**src/rtl/vga_pixel_fetch.sv**
```systemverilog
// Framebuffer fetch for a 160x144 image shown 3x-scaled in a 480x432 VGA window.
// Optional macro VGA_FETCH_BORDER_EN drives border_color outside the window instead of black.
module vga_pixel_fetch #(
    parameter int H_WIN_START = 224,
    parameter int V_WIN_START = 59
) (
    input  logic        vga_clk,
    input  logic        rst_n,
    input  logic [9:0]  h_sync_cnt,
    input  logic [9:0]  v_sync_cnt,
    input  logic        vga_hs_in,
    input  logic        vga_vs_in,
    output logic [14:0] fb_addr,
    input  logic [11:0] fb_data,
    input  logic [11:0] border_color,
    output logic [3:0]  vga_r,
    output logic [3:0]  vga_g,
    output logic [3:0]  vga_b,
    output logic        vga_hs,
    output logic        vga_vs
);

    localparam logic [9:0]  H_FIRST       = 10'(H_WIN_START);
    localparam logic [9:0]  H_END         = 10'(H_WIN_START + 480);
    localparam logic [9:0]  H_PRE         = 10'(H_WIN_START - 1);
    localparam logic [9:0]  V_FIRST       = 10'(V_WIN_START);
    localparam logic [9:0]  V_END         = 10'(V_WIN_START + 432);
    localparam logic [14:0] LINE_STEP     = 15'd160;
    localparam logic [14:0] LINE_BASE_MAX = 15'd22880;

    logic        w_h_in;
    logic        w_v_in;
    logic        w_in_win;
    logic        w_line_end;
    logic [11:0] w_idle_color;

    logic [1:0]  r_x_sub;
    logic [7:0]  r_x_pix;
    logic [1:0]  r_y_sub;
    logic [14:0] r_line_base;
    logic        r_win_s1;
    logic        r_hs_s1;
    logic        r_vs_s1;

    assign w_h_in     = (h_sync_cnt >= H_FIRST) && (h_sync_cnt < H_END);
    assign w_v_in     = (v_sync_cnt >= V_FIRST) && (v_sync_cnt < V_END);
    assign w_in_win   = w_h_in && w_v_in;
    assign w_line_end = (h_sync_cnt == H_END) && w_v_in;

`ifdef VGA_FETCH_BORDER_EN
    assign w_idle_color = border_color;
`else
    logic w_unused_border;
    assign w_unused_border = ^border_color;
    assign w_idle_color    = 12'h000;
`endif

    // NOTE: reset is synchronous; rst_n is only acted on at a vga_clk edge.
    always_ff @(posedge vga_clk) begin
        if (!rst_n) begin
            fb_addr     <= '0;
            r_x_sub     <= '0;
            r_x_pix     <= '0;
            r_y_sub     <= '0;
            r_line_base <= '0;
            r_win_s1    <= 1'b0;
            r_hs_s1     <= 1'b0;
            r_vs_s1     <= 1'b0;
            vga_r       <= '0;
            vga_g       <= '0;
            vga_b       <= '0;
            vga_hs      <= 1'b0;
            vga_vs      <= 1'b0;
        end else begin
            // Stage 0: address uses the counters as they stood before this cycle's advance.
            if (w_in_win) begin
                fb_addr <= r_line_base + {7'd0, r_x_pix};
            end

            if (h_sync_cnt == H_PRE) begin
                r_x_sub <= '0;
                r_x_pix <= '0;
            end else if (w_in_win) begin
                if (r_x_sub == 2'd2) begin
                    r_x_sub <= '0;
                    r_x_pix <= (r_x_pix == 8'd159) ? 8'd0 : r_x_pix + 8'd1;
                end else begin
                    r_x_sub <= r_x_sub + 2'd1;
                end
            end

            if (v_sync_cnt == 10'd0) begin
                r_y_sub     <= '0;
                r_line_base <= '0;
            end else if (w_line_end) begin
                if (r_y_sub == 2'd2) begin
                    r_y_sub     <= '0;
                    r_line_base <= (r_line_base >= LINE_BASE_MAX) ? LINE_BASE_MAX
                                                                  : r_line_base + LINE_STEP;
                end else begin
                    r_y_sub <= r_y_sub + 2'd1;
                end
            end

            // NOTE: non-blocking updates make stage 2 see stage 1's previous-cycle contents.
            r_win_s1 <= w_in_win;
            r_hs_s1  <= vga_hs_in;
            r_vs_s1  <= vga_vs_in;

            {vga_r, vga_g, vga_b} <= r_win_s1 ? fb_data : w_idle_color;
            vga_hs <= r_hs_s1;
            vga_vs <= r_vs_s1;
        end
    end

endmodule

```
**config.mk**
```make
export PLATFORM = sky130hd
export DESIGN_NAME = vga_pixel_fetch
export DESIGN_NICKNAME = d
export VERILOG_FILES = /design/src/rtl/vga_pixel_fetch.sv
export SDC_FILE = /design/constraint.sdc
export NUM_CORES = 1
export LEC_CHECK = 0
export ABC_AREA = 1
export CAP_MARGIN = 15
export CORE_MARGIN = 4
export CORE_UTILIZATION = 52
export DETAILED_ROUTE_END_ITERATION = 8
export PLACE_DENSITY = 0.85
export REMOVE_ABC_BUFFERS = 1
export SYNTH_ARGS = -nofsm -noshare
export SYNTH_HDL_FRONTEND = slang
export SYNTH_SLANG_ARGS = --single-unit
```
**constraint.sdc**
```tcl
create_clock -name vga_clk -period 3.1 [get_ports vga_clk]
set_clock_uncertainty 0.1 [all_clocks]
set_input_delay 0.775 -clock vga_clk [delete_from_list [all_inputs] [get_ports vga_clk]]
set_output_delay 0.775 -clock vga_clk [all_outputs]
set_load 0.005 [all_outputs]
```
==> qor_table.md <==
| Quantity | Reported | Unit |
| --- | --- | --- |
| Max FO, Critical Path | 24 | - |
| Maximum number of pins on one net before global-route repair | 25 | - |
| Count of antenna diodes in the layout | 0 | - |
| Sequential cell fraction of total power | 56.0 | % |
| Distinct cells, synth | 34 | - |
| Longest Clk Path Bufs | 2 | - |
| Count of max-cap constraint violations | 0 | - |
| Total setup violations reported at the end of the flow | 0 | - |
| I/O pin count | 77 | - |
| Clk Latency, worst-skew pair | 0.31 | ns |
| Critical path endpoint category | register | - |
| Power Density | 363 | nW/µm² |
| Clock period minus final worst setup slack | 2.30 | ns |
| Count of antenna-violating nets left after detailed routing | 0 | - |
| Global-route wire length before repair | 10.5 | mm |
| Post-synthesis cell area | 2810 | µm² |
| Critical path required time | 3.21 | ns |
| WL per Instance | 11.2 | µm |
| Top area cells in the synthesized netlist | sky130_fd_sc_hd__dfxtp_1, sky130_fd_sc_hd__nand2_1, sky130_fd_sc_hd__nor2_1, sky130_fd_sc_hd__inv_1, sky130_fd_sc_hd__nand3_1 | - |
| Filler Cell Count | 435 | - |
| Number of antenna violations at the first check in global routing | 0 | - |
| Worst reg2reg path startpoint | r_line_base[5] | - |
| DR vias | 2752 | - |
| Layout Utilization | 68.9 | % |
| Most area-hungry cell type in the Yosys netlist | sky130_fd_sc_hd__dfxtp_1 | - |
| Ratio of final minimum period to clock period | 74.2 | % |
| Cell-by-cell listing of the critical path | clkdlybuf4s50_1 -> nand2_1 -> clkinv_1 -> nand3_2 -> nand2_2 -> nand3_4 -> nor2_8 -> inv_4 -> a21oi_1 -> nor2_1 | - |
| Net Switching | 327 | µW |
| Slowest library cell on the worst path | sky130_fd_sc_hd__clkdlybuf4s50_1 | - |
| Final setup slack of the worst path | 0.800 | ns |
| HP Start | r_hs_s1 | - |
| HPWL after detailed placement | 4.77 | mm |
| Critical path launch point type | primary input | - |
| Area inside the core boundary | 5170 | µm² |
| Clk slew on worst S/H paths | 0.10 | ns |
| Fin. max-slew vios | 0 | - |
| Starting utilization of the core area | 54.2 | % |
| Sequential cell area fraction in the yosys report | 38.5 | % |
| Highest Clock Rate | 0.435 | GHz |
| RSZ-0062 raised after global routing | no | - |
| Number of global-route vias before repair | 2411 | - |
| Number of cells produced by synthesis | 422 | - |
| Fraction of layout instances using a drive strength above 1 | 5.35 | % |
| Die Wd | 81.4 | µm |
| Final Wtd Congestion | 0.888 | - |
| Post-placement setup slack | 0.452 | ns |
| Measured slew at the worst slew-check pin | 0.404 | ns |
| Count of nets after finishing | 538 | - |
| Lkg Pwr | 0.00164 | µW |
| Num CTS Buffers | 5 | - |
| Die area | 6630 | µm² |
| Port Buffer Count | 64 | - |
| Relative slew slack | 73.1 | % |
| Final routed DRC violation total | 0 | - |
| Post-CTS Setup Inserts | 0 | - |
| Comb pwr share | 13.2 | % |
| Remaining global-route overflow | 0 | - |
| Commonest register cell after synthesis | sky130_fd_sc_hd__dfxtp_1 | - |
| Yosys warnings | 0 | - |
| Number of optimization iterations in the first detailed-route pass | 4 | - |
| Hold crit path type | register to register | - |
| Area of the multi-input gates | 1400 | µm² |
| Via/cell ratio | 4.95 | - |
| Top cell type's share of synthesized area | 38.5 | % |
| Crit path launch | v_sync_cnt[5] | - |
| Cts-stage hold buffer count | 0 | - |
| Number of DRC markers in iteration 0 | 126 | - |
| Post-cts repair resize count | 0 | - |
| Number of enable flip-flop cells after synthesis | 0 | - |
| Total internal power | 966 | µW |
| Status | completed | - |
| Async set-reset flop share out of synthesis | 0 | % |
| Data arrival time of the worst path | 2.41 | ns |
| H-tree levels | 2 | - |
| GRT Overall Usage | 19.9 | % |
| Clock power frac | 30.8 | % |
| CTS Root Cell | sky130_fd_sc_hd__clkbuf_8 | - |
| Site row count | 26 | - |
| Post-synthesis to final-layout area growth | 27.0 | % |
| TritonCTS clock tree | done | - |
| Avg Synthesized Cell Area | 6.65 | µm² |
| Critical setup path kind | primary input to register | - |
| Chip height | 81.4 | µm |
| Synthesized flop and latch total | 54 | - |
| Clock net sink count | 54 | - |
| Setup total negative slack | 0 | ns |
| Final wirelength | 6.25 | mm |
| Peak supply drop | 0.000198 | V |
| Total area of sequential cells | 1080 | µm² |
| Fraction of power spent switching nets | 25.3 | % |
| Final-report hold violation count | 0 | - |
| Longest individual stage delay on the worst path | 0.52 | ns |
-- cell families (layout without fill, tap and decap cells) --
family          count (synthesis)  in the layout  share of synthesized area (%)
fa+ha+maj                       5              5                           2.23
compound gates                 52             52                           9.99
simple gates                  228            228                           35.7
buf+inv                        77            141                           11.7
flops                          54             54                           38.5
xor+xnor                        6              6                           1.87
-- final timing paths --
path	to	slack [ns]	cells past startpoint
worst max-delay path	r_x_sub[1]	0.80	10
worst min-delay path	vga_hs	0.32	2
worst max register to register	r_line_base[6]	1.31	10
worst min register to register	vga_hs	0.32	2
-- registers in the layout (all words and copies together) (netlist names) --
| register | count |
|---|---|
| fb_addr | 15 |
| r_line_base | 10 |
| r_x_pix | 8 |
| vga_b | 4 |
| vga_g | 4 |
| vga_r | 4 |
| r_x_sub | 2 |
| r_y_sub | 2 |
| r_hs_s1 | 1 |
| r_vs_s1 | 1 |
| r_win_s1 | 1 |
| vga_hs | 1 |
| vga_vs | 1 |
-- routing by layer --
metal,track usage (%),routed length [µm]
met1,23.6,2690
met2,36.3,3160
met3,4.17,341
met4,5.24,57
met5,0,0
-- power by group through the flow --
| stage | Clock, µW | Sequential [µW] | Combinational [µW] |
|---|---|---|---|
| detailed placement | 0 | 741 | 171 |
| global placement | 0 | 740 | 166 |
| global route | 440 | 727 | 190 |
| finish | 398 | 725 | 170 |
| floorplan | 0 | 741 | 68.1 |
| CTS | 409 | 725 | 172 |
-- cells in the mapped netlist, types with 2 or more instances --
| cell type | number |
|---|---|
| sky130_fd_sc_hd__nand2_1 | 91 |
| sky130_fd_sc_hd__nor2_1 | 84 |
| sky130_fd_sc_hd__inv_1 | 65 |
| sky130_fd_sc_hd__dfxtp_1 | 54 |
| sky130_fd_sc_hd__nand3_1 | 24 |
| sky130_fd_sc_hd__a21oi_1 | 23 |
| sky130_fd_sc_hd__o21ai_0 | 23 |
| sky130_fd_sc_hd__nor3_1 | 6 |
| sky130_fd_sc_hd__xor2_1 | 6 |
| sky130_fd_sc_hd__ha_1 | 5 |
| sky130_fd_sc_hd__nand4_1 | 5 |
| sky130_fd_sc_hd__nand2_2 | 4 |
| sky130_fd_sc_hd__buf_6 | 3 |
| sky130_fd_sc_hd__clkbuf_1 | 3 |
| sky130_fd_sc_hd__nand3_2 | 3 |
| sky130_fd_sc_hd__o21bai_1 | 3 |
| sky130_fd_sc_hd__buf_2 | 2 |
| sky130_fd_sc_hd__nor2_2 | 2 |
-- layout by cell type (no fill, tap or decap), types with 2 or more instances in the layout --
master,n
sky130_fd_sc_hd__nand4_1,5
sky130_fd_sc_hd__clkbuf_8,5
sky130_fd_sc_hd__dfxtp_1,54
sky130_fd_sc_hd__nand3_1,24
sky130_fd_sc_hd__nor2_2,2
sky130_fd_sc_hd__ha_1,5
sky130_fd_sc_hd__nor2_1,84
sky130_fd_sc_hd__clkinvlp_4,2
sky130_fd_sc_hd__nand3_2,3
sky130_fd_sc_hd__a21oi_1,23
sky130_fd_sc_hd__o21bai_1,3
sky130_fd_sc_hd__inv_1,65
sky130_fd_sc_hd__nand2_1,91
sky130_fd_sc_hd__xor2_1,6
sky130_fd_sc_hd__o21ai_0,23
sky130_fd_sc_hd__nor3_1,6
sky130_fd_sc_hd__clkdlybuf4s50_1,64
sky130_fd_sc_hd__nand2_2,4
-- final cells by class --
cell class	count	share of cell area [%]
Multi-Input combinational cell	291	39.2
Sequential cell	54	30.3
Timing Repair Buffer	65	18.2
Inverter	68	7.23
Tap cell	70	2.46
Clock buffer	5	1.93
Clock inverter	3	0.667
-- per-stage QoR --
stage / instance area, µm² / cells / hold slack, ns / total power (µW)
final: 3560 / 556 / 0.322 / 1290
after global routing: 3560 / 556 / 0.339 / 1360
after CTS: 3560 / 556 / 0.324 / 1310
after detailed placement: 3470 / 548 / 0.300 / 912
after global placement: 3470 / 548 / 0.293 / 906
after floorplan: 2740 / 413 / 0.290 / 809
-- critical path: cells and delay by family --
| kind | cells | cell delay, ns |
|---|---|---|
| buffers and inverters | 3 | 0.72 |
| AO/OA/AOI/OAI | 1 | 0.18 |
| AND/OR/NAND/NOR | 6 | 0.71 |
Note: power is estimated with default switching activity, not from simulation.
